`src/rtl/posit_encoder.sv`:
```
// posit_encoder: two-stage pipelined posit packer.
// Stage 1 builds the regime/exponent/fraction bit string and extracts guard
// and sticky; stage 2 rounds to nearest-even, clamps to maxpos/minpos and
// applies sign and special values. A shared enable stalls both stages.
module posit_encoder #(
  parameter int N  = 8,
  parameter int ES = 4,
  parameter int FW = 8,
  localparam int SW = ES + $clog2(N) + 2
) (
  input  logic          clk,
  input  logic          rst,
  input  logic          in_valid,
  output logic          in_ready,
  input  logic          in_sign,
  input  logic          in_zero,
  input  logic          in_nar,
  input  logic [SW-1:0] in_scale,
  input  logic [FW-1:0] in_frac,
  input  logic          in_sticky,
  output logic          out_valid,
  input  logic          out_ready,
  output logic [N-1:0]  out_posit
);

  // Seed string is "10"/"01" || e || frac, padded with N zeros so that the
  // largest regime shift never pushes significant bits off the bottom.
  localparam int LW  = 2 + ES + FW + N;
  localparam int SAT = (N - 2) << ES;
  localparam logic signed [SW-1:0] SAT_HI = SW'(SAT);
  localparam logic signed [SW-1:0] SAT_LO = SW'(-SAT);

  logic               w_en;
  logic signed [SW-1:0] w_scale;
  logic signed [SW-1:0] w_k;
  logic               w_k_neg;
  logic [SW-1:0]      w_shamt;
  logic [LW-1:0]      w_seed;
  logic [LW-1:0]      w_str;
  logic [N-2:0]       w_body1;
  logic               w_guard1;
  logic               w_sticky1;

  logic               r_v1;
  logic               r_v2;
  logic [N-2:0]       r_body;
  logic               r_guard;
  logic               r_sticky;
  logic               r_sign;
  logic               r_zero;
  logic               r_nar;
  logic [N-1:0]       r_out;

  logic               w_round;
  logic [N-1:0]       w_sum;
  logic [N-1:0]       w_mag;
  logic [N-1:0]       w_packed;

  assign w_en      = !r_v2 || out_ready;
  assign in_ready  = w_en;
  assign out_valid = r_v2;
  assign out_posit = r_out;

  assign w_scale = $signed(in_scale);
  assign w_k     = w_scale >>> ES;
  assign w_k_neg = w_k[SW-1];
  // k>=0 shifts "10" right by k filling ones; k<0 shifts "01" by -k-1 (= ~k) filling zeros.
  assign w_shamt = w_k_neg ? ~w_k : w_k;
  assign w_seed  = {(w_k_neg ? 2'b01 : 2'b10), in_scale[ES-1:0], in_frac, {N{1'b0}}};
  assign w_str   = w_k_neg ? (w_seed >> w_shamt) : ~((~w_seed) >> w_shamt);

  // Stage-1 body, guard and sticky, with scale saturation overriding the string.
  always_comb begin
    w_body1   = w_str[LW-1 -: N-1];
    w_guard1  = w_str[LW-N];
    w_sticky1 = (|w_str[LW-N-1:0]) | in_sticky;
    if (w_scale > SAT_HI) begin
      w_body1   = '1;
      w_guard1  = 1'b0;
      w_sticky1 = 1'b0;
    end else if (w_scale < SAT_LO) begin
      w_body1   = (N-1)'(1);
      w_guard1  = 1'b0;
      w_sticky1 = 1'b0;
    end
  end

  // Stage-2 round-to-nearest-even, clamp and two's-complement pack.
  always_comb begin
    w_round = r_guard & (r_sticky | r_body[0]);
    w_sum   = {1'b0, r_body} + {{(N-1){1'b0}}, w_round};
    w_mag   = w_sum;
    if (w_sum[N-1]) begin
      w_mag = {1'b0, {(N-1){1'b1}}};
    end else if (w_sum == '0) begin
      w_mag = N'(1);
    end
    w_packed = r_sign ? (~w_mag + N'(1)) : w_mag;
    if (r_nar) begin
      w_packed = {1'b1, {(N-1){1'b0}}};
    end else if (r_zero) begin
      w_packed = '0;
    end
  end

  // Stage-1 register: capture a newly accepted word.
  always_ff @(posedge clk or posedge rst) begin
    if (rst) begin
      r_v1     <= 1'b0;
      r_body   <= '0;
      r_guard  <= 1'b0;
      r_sticky <= 1'b0;
      r_sign   <= 1'b0;
      r_zero   <= 1'b0;
      r_nar    <= 1'b0;
    end else if (w_en) begin
      r_v1 <= in_valid;
      if (in_valid) begin
        r_body   <= w_body1;
        r_guard  <= w_guard1;
        r_sticky <= w_sticky1;
        r_sign   <= in_sign;
        r_zero   <= in_zero;
        r_nar    <= in_nar;
      end
    end
  end

  // Stage-2 register: output word; holds while the consumer stalls.
  always_ff @(posedge clk or posedge rst) begin
    if (rst) begin
      r_v2  <= 1'b0;
      r_out <= '0;
    end else if (w_en) begin
      r_v2 <= r_v1;
      if (r_v1) begin
        r_out <= w_packed;
      end
    end
  end

endmodule

```
`config.mk`:
```
export PLATFORM = sky130hd
export DESIGN_NAME = posit_encoder
export DESIGN_NICKNAME = d
export VERILOG_FILES = /design/src/rtl/posit_encoder.sv
export SDC_FILE = /design/constraint.sdc
export NUM_CORES = 1
export LEC_CHECK = 0
export BUFFER_PORTS_ARGS = -buffer_cell sky130_fd_sc_hd__buf_2
export CAP_MARGIN = 20
export CORE_UTILIZATION = 55
export CTS_BUF_LIST = sky130_fd_sc_hd__clkbuf_4
export DETAILED_ROUTE_END_ITERATION = 16
export HOLD_SLACK_MARGIN = 0.02
export PLACE_DENSITY = 0.89
export SLEW_MARGIN = 20
export SYNTH_ARGS = -nofsm -noshare
export SYNTH_HDL_FRONTEND = slang
export SYNTH_SLANG_ARGS = --single-unit
```
`constraint.sdc`:
```
create_clock -name clk -period 3.1 [get_ports clk]
set_input_delay 0.31 -clock clk [delete_from_list [all_inputs] [get_ports clk]]
set_output_delay 0.31 -clock clk [all_outputs]
set_load 0.005 [all_outputs]
```
==> reports/results.ini, run 1 <==
[outcome]
status = finished clean

[worst_hold_path]
hold_class = primary input to async pin

[power_and_ir_drop]
seq_power_share_pct = 41.8
swShare_pct = 39.7
clock_power_share_pct = 13.0
p_per_area_nw_per_um2 = 408
peakVddDrop_mv = 0.175
p_sw_mw = 0.386
power_leakage_nw = 1.00
comb_power_share_pct = 45.2
p_int_mw = 0.586

[yosys]
synth_top_cells_by_count = nand2_1, o21ai_0, nor2_1
synth_cells = 286
ys_warn_count = 0
ys_types = 59
avgSynthCellArea_um2 = 7.60
async_reset_ff_share_pct = 100
synth_area_um2 = 2170
synth_area_leaders = dfrtp_1, o21ai_0, nand2_1
synthFlopType = dfrtp_1
synth_nets = 318
yosysTopAreaCell = dfrtp_1
yosysSeqAreaShare_pct = 25.3
synth_top_cell_area_share_pct = 25.3
synth.most_common_cell = nand2_1
synth_edf_count = 0
synth-seq-cells = 22

[route]
wire_per_inst_um = 14.8
vias = 2267
via_per_inst = 6.31
drcViolationCount = 0
firstDrtPassIters = 4
wl_um = 5310
drt_iter0_drc = 140
ant_nets = 0

[grt]
antenna_found_initial = 0
grt_pass1_vias = 2031
grtUsageTotal_pct = 26.8
grt_pass1_wl_um = 8880
grt_start_max_net_pins = 25
grt_overflow_total = 0

[timing]
fin_crit_ns = 2.87
hold-worst-slack_ns = 0.148
worst_slew_pin_slew_ns = 0.819
hold_viol = 0
slew_viol_final = 0
finClkSkew_ns = 0.00236
tns_ns = 0
fmax_mhz = 348
rsz0062_at_grt = false
setup_violations = 0
slew_headroom_pct = 45.3
fin_crit_sh_pct = 92.6

[setup_path]
critical_path.max_fanout = 4
crit_start = r_body[0]$_DFFE_PP0P_
crit_required_ns = 3.33
critPathKind = flip-flop to flip-flop
endpoint = out_posit[6]$_DFFE_PP0P_
r2r-end = out_posit[6]$_DFFE_PP0P_
arrival_ns = 3.10
r2r_start = r_body[0]$_DFFE_PP0P_
critPathCaptureType = flip-flop
reg2regPathDepth = 12
r2r_setup_slack_ns = 0.23
cp-start-kind = flip-flop

[flow_run]
drv_cap = 0

[clock_network]
post_cts_buffers = 0
cts.htree.levels = 1
cts_tree = done
clockBufferDepth = 2
cts_resized = 0
cts_hold_buffers = 0
clock_latency_ns = 0.30
numCtsBuffers = 3
clk_pin_slew_worst_paths_ns = 0.11
cts.sinks = 22
root_buffer = clkbuf_4

[floorplanning]
top_level_ports = 35
die_x_um = 64.9
start_util_pct = 58.5
die_h_um = 64.9
fp.dieArea_um2 = 4210
core_area_um2 = 3720
rows = 22

[placement]
place_hpwl_um = 4110
io_buffers = 34
dpl-instance-area_um2 = 2360
gp_congestion = 0.963

[final_layout]
nets = 345
layout-drive-gt1-share_pct = 18.0
postLayoutCellArea_um2 = 2380
fillers = 356
area_delta_synth_final_pct = 9.73
n_antenna_cell = 0

[kinds of logic after synthesis]
group	count (synthesis)	share of synthesized area [%]
AOI/OAI and AO/OA	98	29.9
xor gates and xnor gates	10	4.38
adders and majority gates	7	4.03
buffers and inverters	28	5.70
DFF	22	25.3
muxes	10	5.93
and+or+nand+nor	111	24.7
[sequential cells by signal, indices dropped and copies added, names as in the netlist]
register / flops
r_sign: 1
r_sticky: 1
r_body: 7
out_posit: 8
r_zero: 1
r_v1: 1
r_nar: 1
out_valid: 1
r_guard: 1
[how the worst min path moves through the flow]
stage,slack [ns],cells past startpoint,to
finish,0.15,2,out_posit[2]$_DFFE_PP0P_
global route,0.20,3,r_sign$_DFFE_PP0P_
CTS,0.17,2,r_body[6]$_DFFE_PP0P_
floorplan,0.30,1,out_posit[0]$_DFFE_PP0P_
detailed placement,0.46,2,out_posit[4]$_DFFE_PP0P_
global placement,0.45,2,out_valid$_DFFE_PP0N_
[worst max-delay path, stage by stage, from the launching register on]
cell,delay (ns)
dfrtp_1,0.41
o21a_1,0.18
ha_1,0.22
ha_1,0.24
nor4_1,0.28
a31oi_1,0.11
a2111oi_0,0.48
nor3_1,0.14
ha_1,0.23
nand3_1,0.09
o21ai_0,0.11
xnor2_1,0.14
o21ai_0,0.15
[metal layers]
layer  up-vias  share of wire, %  GRT usage, %
met4         0               2.9          12.2
met5         -                 0             0
met3        16               6.9          2.82
li1       1111                 -             -
met1      1028                40          30.5
met2       112                51          49.3
[cell type report]
class	count	area, um^2	share of cell area (%)
clock buffers	3	22.5	0.944
multi-input cells	236	1500	62.9
inverters	10	37.5	1.57
well taps	48	60.1	2.52
flip-flops and latches	22	551	23.1
repair buffers	40	215	9.02
[metrics by stage]
step           power [mW]  setup slack, ns  cells  util, %
6_report            0.972            0.229    359     64.2
5_1_grt              1.05            0.140    359     64.2
4_1_cts             0.974            0.322    359     64.2
3_5_place_dp        0.850            0.333    356     63.6
3_3_place_gp        0.832            0.473    356     63.6
2_1_floorplan       0.717            0.300    286        -
[layout by cell type, fill, tap and decap left out, types with 7 or more instances in the layout]
cell / instances
a21oi_1: 18
a31oi_1: 9
buf_2: 34
dfrtp_1: 22
ha_1: 7
inv_1: 9
nand2_1: 36
nor2_1: 27
nor2b_1: 7
nor3_1: 7
o21ai_0: 29
[power by group through the flow]
stage / clock network, mW / logic (mW) / registers (mW)
6_report: 0.126 / 0.439 / 0.407
3_3_place_gp: 0 / 0.424 / 0.409
5_1_grt: 0.141 / 0.493 / 0.417
3_5_place_dp: 0 / 0.435 / 0.414
2_1_floorplan: 0 / 0.324 / 0.392
4_1_cts: 0.129 / 0.437 / 0.408
No activity file was read; power rests on OpenSTA's default activity.
==> inputs of run 2 (changes only) <==
--- a/config.mk
+++ b/config.mk
@@ -8,4 +8,5 @@
 export BUFFER_PORTS_ARGS = -buffer_cell sky130_fd_sc_hd__buf_2
 export CAP_MARGIN = 20
+export CORE_MARGIN = 5
 export CORE_UTILIZATION = 55
 export CTS_BUF_LIST = sky130_fd_sc_hd__clkbuf_4
==> constraint.sdc (replaced) <==
create_clock -name clk -period 3.1 [get_ports clk]
set_input_delay 0.31 -clock clk [delete_from_list [all_inputs] [get_ports clk]]
set_output_delay 0.31 -clock clk [all_outputs]
set_load 0.05 [all_outputs]
==> run 2 against run 1 <==
Effect of this change:
- register-to-register slack better by 0.16 ns
- highest routed layer unchanged
- routed wire length up 3.4%
- clock skew up 0.0065 ns
- critical path type unchanged
- critical endpoint unchanged
==> reports/results.ini, run 2 (synthesized netlist as in run 1, its figures left out) <==
[outcome]
status = finished clean

[timing]
fin_crit_sh_pct = 87.3
fmax_mhz = 370
setup_violations = 0
worst_slew_pin_slew_ns = 0.828
slew_viol_final = 0
fin_crit_ns = 2.71
tns_ns = 0
hold_viol = 0
finClkSkew_ns = 0.00882
slew_headroom_pct = 44.8
rsz0062_at_grt = false
hold-worst-slack_ns = 0.137

[power_and_ir_drop]
totalPowerFinal_mw = 1.12
seq_power_share_pct = 36.5
peakVddDrop_mv = 0.164
clock_power_share_pct = 11.8
power_leakage_nw = 1.00
swShare_pct = 47.5
p_int_mw = 0.587
comb_power_share_pct = 51.8
p_sw_mw = 0.531
p_per_area_nw_per_um2 = 469

[final_layout]
n_antenna_cell = 0
fillers = 340
final_common_cell = nand2_1
mostFrequentLayoutCells = nand2_1, buf_2, o21ai_0
area_delta_synth_final_pct = 9.79
nets = 345
layout-drive-gt1-share_pct = 18.0
largest_register_ff_count = 8

[flow_run]
drv_cap = 0

[setup_path]
r2r_start = r_body[0]$_DFFE_PP0P_
r2r-end = out_posit[6]$_DFFE_PP0P_
crit_required_ns = 3.34
r2r_setup_slack_ns = 0.39
critPathKind = flip-flop to flip-flop
critPathCaptureType = flip-flop
arrival_ns = 2.95
cp-start-kind = flip-flop
critical_path.max_fanout = 4
reg2regPathDepth = 13

[floorplanning]
start_util_pct = 58.1
core_area_um2 = 3740
top_level_ports = 35
die_h_um = 72.9
die_x_um = 72.9
fp.dieArea_um2 = 5310
rows = 22

[clock_network]
cts_hold_buffers = 0
root_buffer = clkbuf_4
numCtsBuffers = 3
cts.sinks = 22
clockBufferDepth = 2
cts.htree.levels = 1
clk_pin_slew_worst_paths_ns = 0.12
cts_tree = done
clock_latency_ns = 0.31

[route]
firstDrtPassIters = 5
drcViolationCount = 0
wire_per_inst_um = 15.3
drt_iter0_drc = 183
wl_um = 5490
vias = 2311
via_per_inst = 6.44
ant_nets = 0

[grt]
grt_pass1_wl_um = 9300
grtUsageTotal_pct = 21.3
grt_overflow_total = 0
antenna_found_initial = 0
grt_pass1_vias = 2064
grt_start_max_net_pins = 36

[worst_hold_path]
hold_class = primary input to async pin

[placement]
place_hpwl_um = 4230
gp_congestion = 0.956
io_buffers = 34

[run 2: cell counts in the layout (fill, tap and decap cells not counted)]
No cell type changed its count.
[run 2: critical path: stages (launching register included)]
cell and delay [ns]:
dfrtp_1 0.42, o21a_1 0.18, ha_1 0.21, ha_1 0.24
nand3_1 0.14, nor3_1 0.07, nand2b_1 0.17, a2111oi_1 0.39
nor3_1 0.11, ha_1 0.21, nand3_1 0.09, o21ai_0 0.11
xnor2_1 0.14, o21ai_0 0.15
[run 2: cell type report]
cell class | count | area [um^2] | share of cell area [%]
Inverter | 10 | 37.5 | 1.57
Tap cell | 48 | 60.1 | 2.52
Timing Repair Buffer | 40 | 215 | 9.02
Clock buffer | 3 | 22.5 | 0.944
Multi-Input combinational cell | 236 | 1500 | 62.9
Sequential cell | 22 | 551 | 23.1
[run 2: metal layers]
| metal | up-vias | share of wire, % | GRT usage, % |
|---|---|---|---|
| li1 | 1105 | - | - |
| met1 | 1044 | 40 | 27.0 |
| met2 | 141 | 48 | 37.5 |
| met3 | 21 | 9.0 | 1.52 |
| met4 | 0 | 2.8 | 7.99 |
| met5 | - | 0 | 0 |
[run 2: repair_timing]
action | in CTS | in global routing
resized for setup | 0 | 1
setup endpoints to repair | 0 | 2
setup buffers | 0 | 0
[run 2: through the flow]
step                std cells  area, um^2  worst slack [ns]  util [%]
finish                    359        2390             0.394      63.7
global route              359        2390            0.0337      63.7
CTS                       359        2380             0.358      63.7
detailed placement        356        2360             0.377      63.1
global placement          356        2360             0.471      63.1
floorplan                 286        2170             0.300         -
[run 2: power groups by stage]
stage	Combinational (mW)	Sequential, mW	Clock [mW]
3_3_place_gp	0.563	0.409	0
2_1_floorplan	0.329	0.522	0
5_1_grt	0.633	0.420	0.142
3_5_place_dp	0.573	0.414	0
4_1_cts	0.575	0.408	0.131
6_report	0.579	0.408	0.131
[run 2: how the worst max path moves through the flow]
stage,start,end,slack (ns),depth (start not counted)
2_1_floorplan,in_scale[8],r_sticky$_DFFE_PP0P_,0.30,12
6_report,r_body[0]$_DFFE_PP0P_,out_posit[6]$_DFFE_PP0P_,0.39,13
3_5_place_dp,r_body[0]$_DFFE_PP0P_,out_posit[6]$_DFFE_PP0P_,0.38,13
4_1_cts,r_body[0]$_DFFE_PP0P_,out_posit[6]$_DFFE_PP0P_,0.36,13
5_1_grt,r_body[0]$_DFFE_PP0P_,out_posit[6]$_DFFE_PP0P_,0.03,13
3_3_place_gp,r_body[0]$_DFFE_PP0P_,out_posit[6]$_DFFE_PP0P_,0.47,13
==> inputs of run 3 (changes only) <==
Settings changed: ABC_AREA from default to 1, MAX_ROUTING_LAYER from default to met4.
==> run 3 against run 2 <==
Effect of this change:
- flip-flop and latch count unchanged
- die area decreased by 2.2%
- fmax down 1.5%
- highest routed layer unchanged
- global-route usage down 1.8 points
- critical endpoint is now out_posit[4]$_DFFE_PP0P_
- non-clock buffer count shrank 5
==> reports/results.ini, run 3 <==
[yosys]
ys_warn_count = 0
async_reset_ff_share_pct = 100
avgSynthCellArea_um2 = 6.21
synth-seq-cells = 22
synth_area_leaders = dfrtp_1, nand2_1, inv_1
synth.most_common_cell = nand2_1
synth_area_um2 = 2120
synth_cells = 341
synth_top_cells_by_count = nand2_1, inv_1, nor2_1
synthFlopType = dfrtp_1
yosysSeqAreaShare_pct = 26.0
yosysTopAreaCell = dfrtp_1
ys_types = 33
synth_top_cell_area_share_pct = 26.0
synth_edf_count = 0
synth_nets = 373

[timing]
hold_viol = 0
hold-worst-slack_ns = 0.131
slew_viol_final = 0
fmax_mhz = 364
finClkSkew_ns = 0.00907
fin_crit_ns = 2.75
slew_headroom_pct = 45.9
setup_violations = 0
tns_ns = 0
worst_slew_pin_slew_ns = 0.810
fin_crit_sh_pct = 88.6
rsz0062_at_grt = false

[floorplanning]
die_x_um = 72.1
rows = 22
core_area_um2 = 3690
die_h_um = 72.1
fp.dieArea_um2 = 5190
start_util_pct = 57.4
top_level_ports = 35

[grt]
antenna_found_initial = 0
grt_pass1_wl_um = 8140
grtUsageTotal_pct = 19.5
grt_start_max_net_pins = 23
grt_pass1_vias = 1960
grt_overflow_total = 0

[power_and_ir_drop]
p_per_area_nw_per_um2 = 471
peakVddDrop_mv = 0.145
power_leakage_nw = 1.27

[final_layout]
mostFrequentLayoutCells = nand2_1, inv_1, buf_2
postLayoutCellArea_um2 = 2300
final_common_cell = nand2_1
layout-drive-gt1-share_pct = 17.0
n_antenna_cell = 0
nets = 404
area_delta_synth_final_pct = 8.39
largest_register_ff_count = 8

[route]
via_per_inst = 5.21
wire_per_inst_um = 11.5
wl_um = 4810
vias = 2185
firstDrtPassIters = 4
drt_iter0_drc = 107
drcViolationCount = 0
ant_nets = 0

[worst_hold_path]
hold_class = primary input to async pin

[clock_network]
post_cts_buffers = 0
cts.htree.levels = 1
clock_latency_ns = 0.31
clockBufferDepth = 2
cts.sinks = 22
cts_resized = 0
numCtsBuffers = 3
root_buffer = clkbuf_4
cts_hold_buffers = 0
clk_pin_slew_worst_paths_ns = 0.12
cts_tree = done

[setup_path]
critPathKind = flip-flop to flip-flop
cp-start-kind = flip-flop
reg2regPathDepth = 18
arrival_ns = 2.95
crit_required_ns = 3.31
critPathCaptureType = flip-flop
r2r_start = r_body[0]$_DFFE_PP0P_
critical_path.max_fanout = 3
crit_start = r_body[0]$_DFFE_PP0P_

[placement]
gp_congestion = 0.894
place_hpwl_um = 3920
io_buffers = 34
dpl-instance-area_um2 = 2270

[outcome]
status = finished clean

[flow_run]
drv_cap = 0

==> run 3: changes by cell type after synthesis, sizes merged, moves of 7 or more <==
cell and change:
nor2b -7, inv +35, nand3 +20, clkbuf -7, nand2 +90, nor2 +7
==> run 3: where the power goes <==
part | switching (mW) | total (mW) | internal, mW
combinational | 0.399 | 0.559 | 0.161
sequential | 0.0399 | 0.389 | 0.350
clock | 0.0853 | 0.132 | 0.0471
total | 0.524 | 1.08 | 0.557
==> run 3: through the flow <==
step | util [%] | setup WS, ns | cells | total power [mW]
floorplan | - | 0.717 | 341 | 0.838
global placement | 61.5 | 0.492 | 415 | 0.943
detailed placement | 61.5 | 0.405 | 415 | 0.953
CTS | 62.2 | 0.382 | 419 | 1.08
global route | 62.2 | 0.165 | 419 | 1.17
finish | 62.2 | 0.354 | 419 | 1.08
==> run 3: final cells by class <==
cell class              count  area, um^2
clock buffers               3        22.5
clock inverters             1        3.75
fillers                   377        1390
inverters                  45         169
multi-input cells         265        1310
flip-flops and latches     22         551
well taps                  48        60.1
repair buffers             35         178
==> run 3: final timing paths <==
path	slack (ns)	endpoint
setup reg to reg	0.35	out_posit[4]$_DFFE_PP0P_
setup / recovery	0.35	out_posit[4]$_DFFE_PP0P_
max in group asynchronous	2.46	r_guard$_DFFE_PP0P_
min in group clk	0.20	r_nar$_DFFE_PP0P_
hold reg to reg	0.49	out_posit[5]$_DFFE_PP0P_
hold / removal	0.13	r_body[0]$_DFFE_PP0P_
==> run 3: worst max-delay path: stages (launching register included) <==
cell and delay, ns:
dfrtp_1 0.42, nor2_1 0.11, nor2_1 0.06, ha_1 0.19
ha_1 0.22, xor2_1 0.22, nor2_1 0.08, nand2_1 0.07
nor2_1 0.05, nand3_1 0.13, nand2_1 0.06, inv_1 0.07
ha_1 0.13, inv_1 0.04, or2_2 0.29, o21ai_0 0.21
a21oi_1 0.10, o21ai_0 0.10, nand2_1 0.09
==> run 3: logic make-up after synthesis <==
logic type               synth area share [%]
adder cells (fa/ha/maj)                  4.13
AND/OR/NAND/NOR                          41.2
flip-flops                               26.0
buffers and inverters                    12.0
AO/OA/AOI/OAI                            14.6
XOR/XNOR                                 2.07
==> run 3: layer usage <==
metal / global-route usage, % / share of wire (%)
met4: 8.56 / 2.6
met3: 1.94 / 5.3
met2: 33.1 / 48
met1: 23.2 / 44
met5: - / 0
